<file path="config.mk">
export PLATFORM = sky130hd
export DESIGN_NAME = m72_irq_ctrl_flat
export DESIGN_NICKNAME = d
export VERILOG_FILES = /design/src/rtl/m72_irq_if.sv /design/src/rtl/m72_irq_ctrl.sv /design/src/flat_wrapper.sv
export SDC_FILE = /design/constraint.sdc
export NUM_CORES = 1
export LEC_CHECK = 0
export ABC_CLOCK_PERIOD_IN_PS = 3180
export CAP_MARGIN = 20
export CORE_MARGIN = 2
export CORE_UTILIZATION = 29
export DETAILED_ROUTE_END_ITERATION = 8
export GPL_TIMING_DRIVEN = 0
export PLACE_DENSITY = 0.59
export SYNTH_ARGS = -nofsm -noshare
export SYNTH_HDL_FRONTEND = slang
export SYNTH_SLANG_ARGS = --single-unit
export TNS_END_PERCENT = 30
</file>
<file path="constraint.sdc">
create_clock -name CLK_32M -period 3.18 [get_ports CLK_32M]
set_input_delay 0.318 -clock CLK_32M [delete_from_list [all_inputs] [get_ports CLK_32M]]
set_output_delay 0.318 -clock CLK_32M [all_outputs]
set_load 0.03 [all_outputs]
</file>
<file path="src/rtl/m72_irq_if.sv">
// M72 interrupt controller bus bundle: CPU register port, interrupt
// sources, V30 acknowledge handshake and timing-block load port.
interface m72_irq_if;
  logic        CPU_WR;
  logic [1:0]  CPU_ADDR;
  logic [15:0] CPU_DIN;
  logic [15:0] CPU_DOUT;
  logic [3:0]  IRQ_SRC;
  logic        INTA;
  logic        INTR;
  logic [7:0]  VEC;
  logic        VEC_VALID;
  logic        ISET;
  logic [15:0] TD;

  modport master (
    output CPU_WR, CPU_ADDR, CPU_DIN, IRQ_SRC, INTA,
    input  CPU_DOUT, INTR, VEC, VEC_VALID, ISET, TD
  );

  modport slave (
    input  CPU_WR, CPU_ADDR, CPU_DIN, IRQ_SRC, INTA,
    output CPU_DOUT, INTR, VEC, VEC_VALID, ISET, TD
  );
endinterface

</file>
<file path="src/rtl/m72_irq_ctrl.sv">
// M72 interrupt controller and raster-line loader for the video timing block.
//
// state   | meaning
// S_IDLE  | no acknowledge in progress; first INTA latches the selection
// S_ACK1  | first INTA seen; second INTA delivers the latched vector
module m72_irq_ctrl #(
  parameter logic [7:0] VEC_BASE       = 8'h20,
  parameter logic [7:0] SPURIOUS_VEC   = 8'h27,
  parameter logic [8:0] RASTER_DEFAULT = 9'd0
) (
  input logic      CLK_32M,
  input logic      RESET_N,
  m72_irq_if.slave bus
);

  typedef enum logic {S_IDLE, S_ACK1} state_t;

  state_t      state_q, state_d;
  logic [3:0]  src_prev_q;
  logic [3:0]  pending_q, pending_d;
  logic [3:0]  in_service_q, in_service_d;
  logic [3:0]  mask_q, mask_d;
  logic [8:0]  raster_q, raster_d;
  logic        sel_valid_q, sel_valid_d;
  logic [1:0]  sel_idx_q, sel_idx_d;
  logic        intr_q, intr_d;
  logic [7:0]  vec_q, vec_d;
  logic        vec_valid_q, vec_valid_d;
  logic        iset_q, iset_d;
  logic [15:0] td_q, td_d;
  logic        boot_q;

  logic [3:0]  rise, isv_low, allow, eligible, w1c, ack_clr, eoi_clr;
  logic [1:0]  pick;
  logic        wr_mask, wr_raster, wr_w1c, wr_eoi;

  assign wr_mask   = bus.CPU_WR && (bus.CPU_ADDR == 2'd0);
  assign wr_raster = bus.CPU_WR && (bus.CPU_ADDR == 2'd1);
  assign wr_w1c    = bus.CPU_WR && (bus.CPU_ADDR == 2'd2);
  assign wr_eoi    = bus.CPU_WR && (bus.CPU_ADDR == 2'd3);

  // Edge detect, nesting window and highest-priority eligible source.
  // Only sources below the lowest-index in-service bit may interrupt.
  always_comb begin
    rise     = bus.IRQ_SRC & ~src_prev_q;
    isv_low  = in_service_q & (~in_service_q + 4'd1);
    allow    = (in_service_q == 4'd0) ? 4'hF : (isv_low - 4'd1);
    eligible = pending_q & ~mask_q & allow;
    pick     = 2'd3;
    if (eligible[2]) pick = 2'd2;
    if (eligible[1]) pick = 2'd1;
    if (eligible[0]) pick = 2'd0;
  end

  // Acknowledge FSM: next state, selection latch and vector delivery.
  always_comb begin
    state_d     = state_q;
    sel_valid_d = sel_valid_q;
    sel_idx_d   = sel_idx_q;
    vec_d       = vec_q;
    vec_valid_d = 1'b0;
    ack_clr     = 4'd0;
    case (state_q)
      S_IDLE: begin
        if (bus.INTA) begin
          state_d     = S_ACK1;
          sel_valid_d = |eligible;
          sel_idx_d   = pick;
        end
      end
      S_ACK1: begin
        if (bus.INTA) begin
          state_d     = S_IDLE;
          vec_valid_d = 1'b1;
          if (sel_valid_q) begin
            vec_d   = VEC_BASE + {6'd0, sel_idx_q};
            ack_clr = 4'b0001 << sel_idx_q;
          end else begin
            vec_d = SPURIOUS_VEC;
          end
        end
      end
      default: state_d = S_IDLE;
    endcase
  end

  // Register file updates; a new edge always beats a clear of the same bit.
  always_comb begin
    w1c          = wr_w1c ? bus.CPU_DIN[3:0] : 4'd0;
    eoi_clr      = wr_eoi ? isv_low : 4'd0;
    pending_d    = (pending_q & ~w1c & ~ack_clr) | rise;
    in_service_d = (in_service_q & ~eoi_clr) | ack_clr;
    mask_d       = wr_mask ? bus.CPU_DIN[3:0] : mask_q;
    raster_d     = wr_raster ? bus.CPU_DIN[8:0] : raster_q;
    intr_d       = |eligible;
    iset_d       = wr_raster | boot_q;
    td_d         = td_q;
    if (wr_raster) begin
      td_d = {7'd0, bus.CPU_DIN[8:0]};
    end else if (boot_q) begin
      td_d = {7'd0, raster_q};
    end
  end

  // FSM state register; reset abandons any half-finished acknowledge.
  always_ff @(posedge CLK_32M) begin
    if (!RESET_N) begin
      state_q <= S_IDLE;
    end else begin
      state_q <= state_d;
    end
  end

  // Datapath registers; boot_q requests the post-reset raster load.
  always_ff @(posedge CLK_32M) begin
    if (!RESET_N) begin
      src_prev_q   <= bus.IRQ_SRC;
      pending_q    <= 4'd0;
      in_service_q <= 4'd0;
      mask_q       <= 4'hF;
      raster_q     <= RASTER_DEFAULT;
      sel_valid_q  <= 1'b0;
      sel_idx_q    <= 2'd0;
      intr_q       <= 1'b0;
      vec_q        <= 8'd0;
      vec_valid_q  <= 1'b0;
      iset_q       <= 1'b0;
      td_q         <= 16'd0;
      boot_q       <= 1'b1;
    end else begin
      src_prev_q   <= bus.IRQ_SRC;
      pending_q    <= pending_d;
      in_service_q <= in_service_d;
      mask_q       <= mask_d;
      raster_q     <= raster_d;
      sel_valid_q  <= sel_valid_d;
      sel_idx_q    <= sel_idx_d;
      intr_q       <= intr_d;
      vec_q        <= vec_d;
      vec_valid_q  <= vec_valid_d;
      iset_q       <= iset_d;
      td_q         <= td_d;
      boot_q       <= 1'b0;
    end
  end

  // Register read mux.
  always_comb begin
    bus.CPU_DOUT = 16'd0;
    case (bus.CPU_ADDR)
      2'd0:    bus.CPU_DOUT = {12'd0, mask_q};
      2'd1:    bus.CPU_DOUT = {7'd0, raster_q};
      2'd2:    bus.CPU_DOUT = {12'd0, pending_q};
      default: bus.CPU_DOUT = {12'd0, in_service_q};
    endcase
  end

  assign bus.INTR      = intr_q;
  assign bus.VEC       = vec_q;
  assign bus.VEC_VALID = vec_valid_q;
  assign bus.ISET      = iset_q;
  assign bus.TD        = td_q;

endmodule

</file>
<file path="src/flat_wrapper.sv">
// flat-port wrapper written by rule: the top's interface ports become plain ports
module m72_irq_ctrl_flat 
#(
  parameter logic [7:0] VEC_BASE       = 8'h20,
  parameter logic [7:0] SPURIOUS_VEC   = 8'h27,
  parameter logic [8:0] RASTER_DEFAULT = 9'd0
)
  (CLK_32M, RESET_N, bus_CPU_WR, bus_CPU_ADDR, bus_CPU_DIN, bus_IRQ_SRC, bus_INTA, bus_CPU_DOUT, bus_INTR, bus_VEC, bus_VEC_VALID, bus_ISET, bus_TD);
  m72_irq_if bus_i ();
  input logic CLK_32M;
  input logic RESET_N;
  input wire logic [$bits(bus_i.CPU_WR)-1:0] bus_CPU_WR;
  input wire logic [$bits(bus_i.CPU_ADDR)-1:0] bus_CPU_ADDR;
  input wire logic [$bits(bus_i.CPU_DIN)-1:0] bus_CPU_DIN;
  input wire logic [$bits(bus_i.IRQ_SRC)-1:0] bus_IRQ_SRC;
  input wire logic [$bits(bus_i.INTA)-1:0] bus_INTA;
  output wire logic [$bits(bus_i.CPU_DOUT)-1:0] bus_CPU_DOUT;
  output wire logic [$bits(bus_i.INTR)-1:0] bus_INTR;
  output wire logic [$bits(bus_i.VEC)-1:0] bus_VEC;
  output wire logic [$bits(bus_i.VEC_VALID)-1:0] bus_VEC_VALID;
  output wire logic [$bits(bus_i.ISET)-1:0] bus_ISET;
  output wire logic [$bits(bus_i.TD)-1:0] bus_TD;
  assign bus_i.CPU_WR = bus_CPU_WR;
  assign bus_i.CPU_ADDR = bus_CPU_ADDR;
  assign bus_i.CPU_DIN = bus_CPU_DIN;
  assign bus_i.IRQ_SRC = bus_IRQ_SRC;
  assign bus_i.INTA = bus_INTA;
  assign bus_CPU_DOUT = bus_i.CPU_DOUT;
  assign bus_INTR = bus_i.INTR;
  assign bus_VEC = bus_i.VEC;
  assign bus_VEC_VALID = bus_i.VEC_VALID;
  assign bus_ISET = bus_i.ISET;
  assign bus_TD = bus_i.TD;
  m72_irq_ctrl #(.VEC_BASE(VEC_BASE), .SPURIOUS_VEC(SPURIOUS_VEC), .RASTER_DEFAULT(RASTER_DEFAULT)) u_core (.CLK_32M(CLK_32M), .RESET_N(RESET_N), .bus(bus_i));
endmodule
</file>
==> metrics.cfg, run 1 <==
[finish]
fill_cells=682
final_nets=307
insertedDiodeCount=0
syn_to_final_growth_pct=33.23
layout-drive-gt1-share_pct=18.35
fin_cells=374

[run]
drv_cap=0

[power_and_ir_drop]
power_density_nw_per_um2=438.3
peakVddDrop_mv=0.1793
total_power_mw=1.190
p_leak_nw=1.109

[clock_tree]
root_buffer=clkbuf_8
clock_latency_ns=0.30
cts_resized=0
cts_htree_levels=2
cts_hold_buffers=0
clock_sinks=46
cts_tree=built
cts_buffer_depth=2
cts_buffers=5
cts_setup_buffers=0
clkTransAtPathRegs_ns=0.08

[floorplan]
die_w_um=87.81
start_util_pct=29.98
dieArea_um2=7711
io_pins=69
core.rowCount=30
core_area_um2=6794
die_y_um=87.81

[sta]
fin_crit_ns=2.080
rsz0062_at_grt=no
max_clock_freq_ghz=0.4807
setup_viol=0
fin_crit_sh_pct=65.42
final_hold_viol_count=0
report.final.slew_viol_count=0
skew_ns=0.003791
slew_headroom_pct=64.27
tns_ns=0
hold_slack_ns=0.4682
tightestPinTransition_ns=0.5360

[placement]
placed_cells=368
place.gp.congestion=0.7957
port_buffers=41
hpwl_um=3434

[logic_synthesis]
synth_warnings=0
syn_area_per_cell_um2=9.518
synthCells=214
yosysUniqueCellTypes=38
syn_area_um2=2037
ys_ff_latch=46
ys_seq_area_share_pct=45.21

[global_route]
grt_max_degree=13
grtUsageTotal_pct=12.30
antenna_found_initial=0
grt_pass1_vias=1442
grt_first_pass_wirelength_um=7141
grt_overflow_total=0

[route]
m1WireLength_um=2197
drtAntennaViolNets=0
highest_layer=met4
routed_wirelength_um=4564
firstDrtPassIters=4
vias=1617
dr_wl_met2_um=2044
vias_per_cell=4.324
drc=0
wl_per_cell_um=12.20
drtIter0Drc=102
wl_met3_um=226

[worst_setup_path]
path_cells=mux4_2 -> clkdlybuf4s50_1
worstPathMaxFanout=7
slowest_stage=clkdlybuf4s50_1
end_kind=output port
critical_path_arrival_ns=1.76
required_ns=2.86
critPathKind=flop to output port
startpoint_type=flop
slowest_delay_ns=0.61

[min_path]
hp-class=flop to flop

[run_status]
outcome=finished, final reports clean

## sequential cells by signal, indices dropped and copies added, names as in the netlist
register / cells
u_core.sel_idx_q: 2
u_core.sel_valid_q: 1
u_core.bus.TD: 9
u_core.mask_q: 4
u_core.bus.VEC: 4
u_core.in_service_q: 4
u_core.pending_q: 4
u_core.raster_q: 9
u_core.bus.INTR: 1
u_core.bus.ISET: 1
u_core.state_q: 1
u_core.src_prev_q: 4
u_core.bus.VEC_VALID: 1
u_core.boot_q: 1
## placed cells by master (no fill, tap or decap), types with 2 or more instances in the layout
master            n
clkbuf_1          3
mux4_2            4
o21ai_0           3
a41o_1            4
dfxtp_1          46
ha_1              2
nand2_1          40
a21oi_1          24
mux2_2            9
nor3b_1           3
buf_2             4
buf_4            20
nor2_1           10
conb_1           18
a31oi_1           2
or3_1             2
and2_1            5
nor2b_1           2
or3b_1            2
clkbuf_8          6
mux2i_1           5
inv_1             4
clkdlybuf4s50_1  41
and3b_1           2
nand4_1           2
## critical path, delay by kind of cell (launching register included)
kind     cells  cell delay [ns]
mux          1             0.50
flops        1             0.36
buf+inv      1             0.61
## per-layer routing
| layer | vias up | track usage (%) |
|---|---|---|
| met5 | - | 0 |
| met4 | 0 | 5.874 |
| met3 | 7 | 2.828 |
| met2 | 36 | 18.25 |
| met1 | 747 | 16.85 |
| li1 | 827 | - |
## through the flow
stage / util [%] / instance area (um2) / setup WS (ns)
after floorplan: - / 2101 / 1.753
after global placement: 38.73 / 2631 / 1.081
after detailed placement: 38.73 / 2631 / 1.066
after CTS: 39.94 / 2714 / 1.080
after global routing: 39.94 / 2714 / 1.014
final: 39.94 / 2714 / 1.100
## power by group
part | switching (mW) | internal [mW] | total (mW)
logic | 0.123 | 0.0986 | 0.221
registers | 0.0167 | 0.603 | 0.620
clock network | 0.181 | 0.168 | 0.348
## cell type report
cell class | count | area [um2] | share of cell area, %
flip-flops and latches | 46 | 920.9 | 33.93
multi-input cells | 153 | 979.7 | 36.10
well taps | 96 | 120.1 | 4.426
clock buffers | 6 | 82.58 | 3.043
plain buffers | 27 | 181.4 | 6.685
repair buffers | 41 | 410.4 | 15.12
inverters | 5 | 18.77 | 0.6916
## synth_stat cells, drive strengths merged
master | instances | area [um2]
conb | 1 | 3.750
nand4 | 2 | 12.51
nand2 | 40 | 150.1
clkbuf | 3 | 11.26
mux2i | 5 | 50.05
nand3 | 1 | 5.000
buf | 24 | 170.2
or3b | 2 | 17.52
dfxtp | 46 | 920.9
mux4 | 4 | 90.09
o211a | 1 | 10.01
a31oi | 2 | 12.51
o31ai | 1 | 7.510
nor2b | 2 | 12.51
a21oi | 24 | 120.1
and2b | 1 | 8.760
a211oi | 1 | 7.510
a41o | 4 | 40.04
and2 | 5 | 31.28
o21ai | 4 | 20.01
nor2 | 10 | 37.54
ha | 2 | 25.02
or3 | 3 | 23.77
and3b | 2 | 17.52
or2 | 1 | 6.260
inv | 5 | 18.76
a21o | 1 | 7.510
nor3b | 4 | 41.29
nand3b | 1 | 20.02
mux2 | 9 | 101.4
o311ai | 1 | 8.760
or2b | 1 | 8.760
a21boi | 1 | 18.77
## kinds of logic after synthesis
kind of cell	synth area share [%]
buffers and inverters	9.827
AO/OA/AOI/OAI	12.41
AND/OR/NAND/NOR	19.29
other	0.1841
multiplexers	11.86
flip-flops	45.21
adder cells (fa/ha/maj)	1.228
## path summary, 6_finish.rpt
path	from	end	slack (ns)	cells past startpoint
worst max-delay path	u_core.in_service_q[0]$_SDFF_PN0_	bus_CPU_DOUT[0]	1.10	2
worst min-delay path	u_core.raster_q[6]$_SDFFE_PN0P_	u_core.raster_q[6]$_SDFFE_PN0P_	0.47	2
worst max register to register	u_core.in_service_q[1]$_SDFF_PN0_	u_core.sel_idx_q[0]$_SDFFE_PN0P_	1.92	3
worst min register to register	u_core.raster_q[6]$_SDFFE_PN0P_	u_core.raster_q[6]$_SDFFE_PN0P_	0.47	2
Power figures use the tool's default switching activity.
==> run 2: changes to the inputs <==
- ABC_CLOCK_PERIOD_IN_PS: 3180 -> 1700
- PLACE_DENSITY: 0.59 -> 0.61
- clock period: 3.18 -> 1.7 ns (I/O delays scaled with it)
==> run 2 against run 1 <==
  * Non-clock buffer count unchanged
  * Utilization up 0.39 points
  * Power up 99%
  * Register-to-register slack worse by 1.5 ns
  * First-iteration DRC count down 19%
  * Worst hold slack worse by 0.15 ns
  * Critical endpoint unchanged
==> metrics.cfg, run 2 (same netlist as run 1, synthesis figures left out) <==
[route]
routed_wirelength_um=4556
drtAntennaViolNets=0
drtIter0Drc=83
vias_per_cell=4.229
vias=1590
drc=0
firstDrtPassIters=4
wl_per_cell_um=12.12

[clock_tree]
cts_tree=built
cts_buffers=5
cts_htree_levels=2
root_buffer=clkbuf_8
clkTransAtPathRegs_ns=0.09
cts_setup_buffers=0
cts_buffer_depth=2
clock_latency_ns=0.30
clock_sinks=46

[floorplan]
core_area_um2=6794
io_pins=69
die_w_um=87.81
core.rowCount=30
start_util_pct=29.98
die_y_um=87.81
dieArea_um2=7711

[worst_setup_path]
required_ns=1.53
path_cells=mux4_2 -> clkdlybuf4s15_1
slowest_stage=mux4_2
startpoint_type=flop
slowest_delay_ns=0.48
critPathKind=flop to output port
cpLargestDelayFamily=multiplexers
worstPathMaxFanout=7
end_kind=output port
path_buf_inv=1
critical_path_arrival_ns=1.49

[run]
drv_cap=0

[finish]
insertedDiodeCount=0
fin_util_pct=40.33
layout_common_cells=dfxtp_1, nand2_1, clkdlybuf4s50_1
layout-drive-gt1-share_pct=18.93
final_nets=307
final_area_um2=2740
layout_commonest_cell=dfxtp_1
syn_to_final_growth_pct=34.52

[placement]
dp_slack_ns=-0.04972
port_buffers=41
place_area_um2=2631
hpwl_um=3435
place.gp.congestion=0.8064

[global_route]
antenna_found_initial=0
grt_first_pass_wirelength_um=7279
grt_overflow_total=0
grtUsageTotal_pct=12.49
grt_max_degree=14
grt_pass1_vias=1502

[power_and_ir_drop]
p_leak_nw=1.182
peakVddDrop_mv=0.4905
power_density_nw_per_um2=864.0

[sta]
skew_ns=0.008157
final_hold_viol_count=0
tns_ns=0
hold_slack_ns=0.3192
setup_slack_ns=0.03605
slew_headroom_pct=60.62
report.final.slew_viol_count=0
max_clock_freq_ghz=0.6010
tightestPinTransition_ns=0.5907
fin_crit_sh_pct=97.88
setup_viol=0
fin_crit_ns=1.664
rsz0062_at_grt=yes

[run_status]
outcome=finished, final reports clean

[min_path]
hp-class=input pin to flop

## run 2: cell count changes in the layout (fill, tap and decap cells not counted)
cell             change
dlymetal6s2s_1       +3
nor2b_2              +1
clkbuf_2             +1
dlygate4sd2_1        +2
nor2b_1              -1
bufinv_16            +1
clkdlybuf4s15_1      +1
clkbuf_1             +2
clkbuf_8             -1
clkdlybuf4s50_1      -7
## run 2: final cells by class
cell class / count / area [um2]
multi-input cells: 153 / 982.2
inverters: 5 / 18.77
fillers: 681 / 4054
clock inverters: 1 / 30.03
flip-flops and latches: 46 / 920.9
repair buffers: 41 / 410.4
plain buffers: 27 / 181.4
clock buffers: 7 / 76.32
well taps: 96 / 120.1
## run 2: repair_timing
action                                  in CTS  in global routing
endpoints found under the setup margin       9                  5
pin swaps                                    0                  0
hold buffers                                 0                  0
resized for setup                            5                  6
## run 2: per-stage QoR
stage,cells,power [mW]
after detailed placement,368,1.599
after floorplan,231,1.458
after global placement,368,1.595
after CTS,376,2.387
after global routing,376,2.470
final,376,2.367
## run 2: worst register-to-register path: cells and delay by family (launching register included)
family | cells | cell delay, ns
DFF | 1 | 0.35
and+or+nand+nor | 1 | 0.39
AOI/OAI and AO/OA | 2 | 0.40
## run 2: path summary, 6_finish.rpt
| path | startpoint | endpoint | slack (ns) | cells after the start |
|---|---|---|---|---|
| worst max-delay path | u_core.in_service_q[0]$_SDFF_PN0_ | bus_CPU_DOUT[0] | 0.04 | 2 |
| worst max register to register | u_core.in_service_q[1]$_SDFF_PN0_ | u_core.sel_idx_q[0]$_SDFFE_PN0P_ | 0.44 | 3 |
| worst min-delay path | bus_CPU_ADDR[1] | u_core.mask_q[3]$_SDFFE_PN1P_ | 0.32 | 4 |
| worst min register to register | u_core.raster_q[7]$_SDFFE_PN0P_ | u_core.raster_q[7]$_SDFFE_PN0P_ | 0.48 | 2 |
## run 2: layer usage
metal  part of all wire [%]  track usage, %  wire length, um
met5                      0               0                0
met4                    1.9           5.594               87
met3                    5.4           2.451              246
met2                     45           19.83             2055
met1                     48           16.46             2166
## run 2: where the power goes
part	leakage (nW)	total (mW)	switching (mW)	internal, mW
Clock	0.0524	0.802	0.362	0.440
Sequential	0.377	1.16	0.0307	1.13
Combinational	0.753	0.406	0.228	0.178
==> run 3: changes to the inputs <==
- SETUP_SLACK_MARGIN: not set -> 0.05
==> run 3 against run 2 <==
  * Sequential cell count is the same
  * Die area is the same
  * Critical path type unchanged
  * Global-route usage is essentially flat
  * Register-to-register slack is essentially flat
  * Largest cell class unchanged
  * Non-clock buffer count is the same
  * Cell count is the same
  * Design area grew 0.18%
  * Sequential share of layout area shrank 0.061 points
==> metrics.cfg, run 3 (same netlist as run 1, synthesis figures left out) <==
[worst_setup_path]
critPathKind=flop to output port
end_kind=output port
worstPathMaxFanout=5
required_ns=1.53
startpoint_type=flop
critical_path_arrival_ns=1.44
r2r_cells=3

[placement]
hpwl_um=3435
placed_cells=368
port_buffers=41
place.gp.congestion=0.8064
place_area_um2=2631

[finish]
layout_commonest_cell=dfxtp_1
layout_common_cells=dfxtp_1, nand2_1, clkdlybuf4s50_1
syn_to_final_growth_pct=34.77
multi_input_area_um2=982.2
layout-drive-gt1-share_pct=20.00
fin_cells=376
regArea_um2=920.9
insertedDiodeCount=0
final_area_um2=2745
final_nets=307
fill_cells=684

[power_and_ir_drop]
total_power_mw=2.368
power_density_nw_per_um2=862.5
intPower_mw=1.748
pwr-share-clk_pct=33.9
p_seq_share_pct=49.0
peakVddDrop_mv=0.4907
switching_share_pct=26.19
switching_power_mw=0.6201
combinationalPowerShare_pct=17.2
p_leak_nw=1.215

[sta]
rsz0062_at_grt=yes
tns_ns=0
tightestPinTransition_ns=0.5794
max_clock_freq_ghz=0.6203
setup_viol=0
final_hold_viol_count=0
fin_crit_ns=1.612
report.final.slew_viol_count=0
hold_slack_ns=0.3176
fin_crit_sh_pct=94.83
skew_ns=0.007915
slew_headroom_pct=61.37

[floorplan]
dieArea_um2=7711
io_pins=69
core_area_um2=6794
core.rowCount=30
die_y_um=87.81
start_util_pct=29.98
die_w_um=87.81

[clock_tree]
cts_tree=built
root_buffer=clkbuf_8
cts_resized=11
clock_sinks=46
cts_setup_buffers=0
cts_buffers=5
clock_latency_ns=0.30
cts_hold_buffers=0
cts_buffer_depth=2
clkTransAtPathRegs_ns=0.09
cts_htree_levels=2

[route]
wl_per_cell_um=12.09
firstDrtPassIters=4
drtAntennaViolNets=0
drtIter0Drc=82
routed_wirelength_um=4544
drc=0
vias=1592
vias_per_cell=4.234

[run_status]
outcome=finished, final reports clean

[global_route]
grt_first_pass_wirelength_um=7265
grt_overflow_total=0
grt_max_degree=14
grtUsageTotal_pct=12.47
antenna_found_initial=0
grt_pass1_vias=1502

[min_path]
whs_path_depth=4
hp-class=input pin to flop

[run]
drv_cap=0

-- run 3: cell types whose count changed in the layout (fill, tap and decap cells not counted), sizes merged --
cell           previous run  this run
dlymetal6s2s              3         5
dlygate4sd2               2         0
clkdlybuf4s50            34        32
buf                      24        25
clkdlybuf4s15             1         2
-- run 3: path summary, 6_finish.rpt --
check | from | endpoint | slack (ns)
worst max-delay path | u_core.in_service_q[1]$_SDFF_PN0_ | bus_CPU_DOUT[1] | 0.09
worst max register to register | u_core.in_service_q[1]$_SDFF_PN0_ | u_core.sel_idx_q[0]$_SDFFE_PN0P_ | 0.43
worst min-delay path | bus_CPU_ADDR[1] | u_core.mask_q[3]$_SDFFE_PN1P_ | 0.32
worst min register to register | u_core.raster_q[7]$_SDFFE_PN0P_ | u_core.raster_q[7]$_SDFFE_PN0P_ | 0.48
-- run 3: layout make-up --
class,instances,area share [%]
Clock inverter,1,1.094
Multi-Input combinational cell,153,35.78
Inverter,5,0.6837
Buffer,27,6.609
Clock buffer,7,2.780
Sequential cell,46,33.55
Timing Repair Buffer,41,15.13
Tap cell,96,4.376
-- run 3: worst max-delay path: stages (launching register included) --
cell,delay (ns)
dfxtp_1,0.35
mux4_2,0.50
clkdlybuf4s15_2,0.30
-- run 3: layer usage --
layer | GRT usage (%) | part of all wire (%) | vias to the layer above
met5 | 0 | 0 | -
met4 | 5.594 | 1.9 | 0
met3 | 2.451 | 5.5 | 8
met2 | 19.83 | 45 | 43
met1 | 16.41 | 48 | 714
li1 | - | - | 827
-- run 3: power by group through the flow --
stage          Clock (mW)  Sequential, mW  Combinational (mW)
4_1_cts             0.818            1.16               0.412
3_3_place_gp            0            1.18               0.412
5_1_grt             0.865            1.17               0.439
2_1_floorplan           0            1.21               0.247
3_5_place_dp            0            1.18               0.414
6_report            0.801            1.16               0.407
-- run 3: through the flow --
| step | utilization [%] | worst slack (ns) |
|---|---|---|
| floorplan | - | 0.5409 |
| global placement | 38.73 | -0.05299 |
| detailed placement | 38.73 | -0.04972 |
| CTS | 40.37 | 0.05264 |
| global route | 40.41 | 0.02395 |
| finish | 40.41 | 0.08789 |
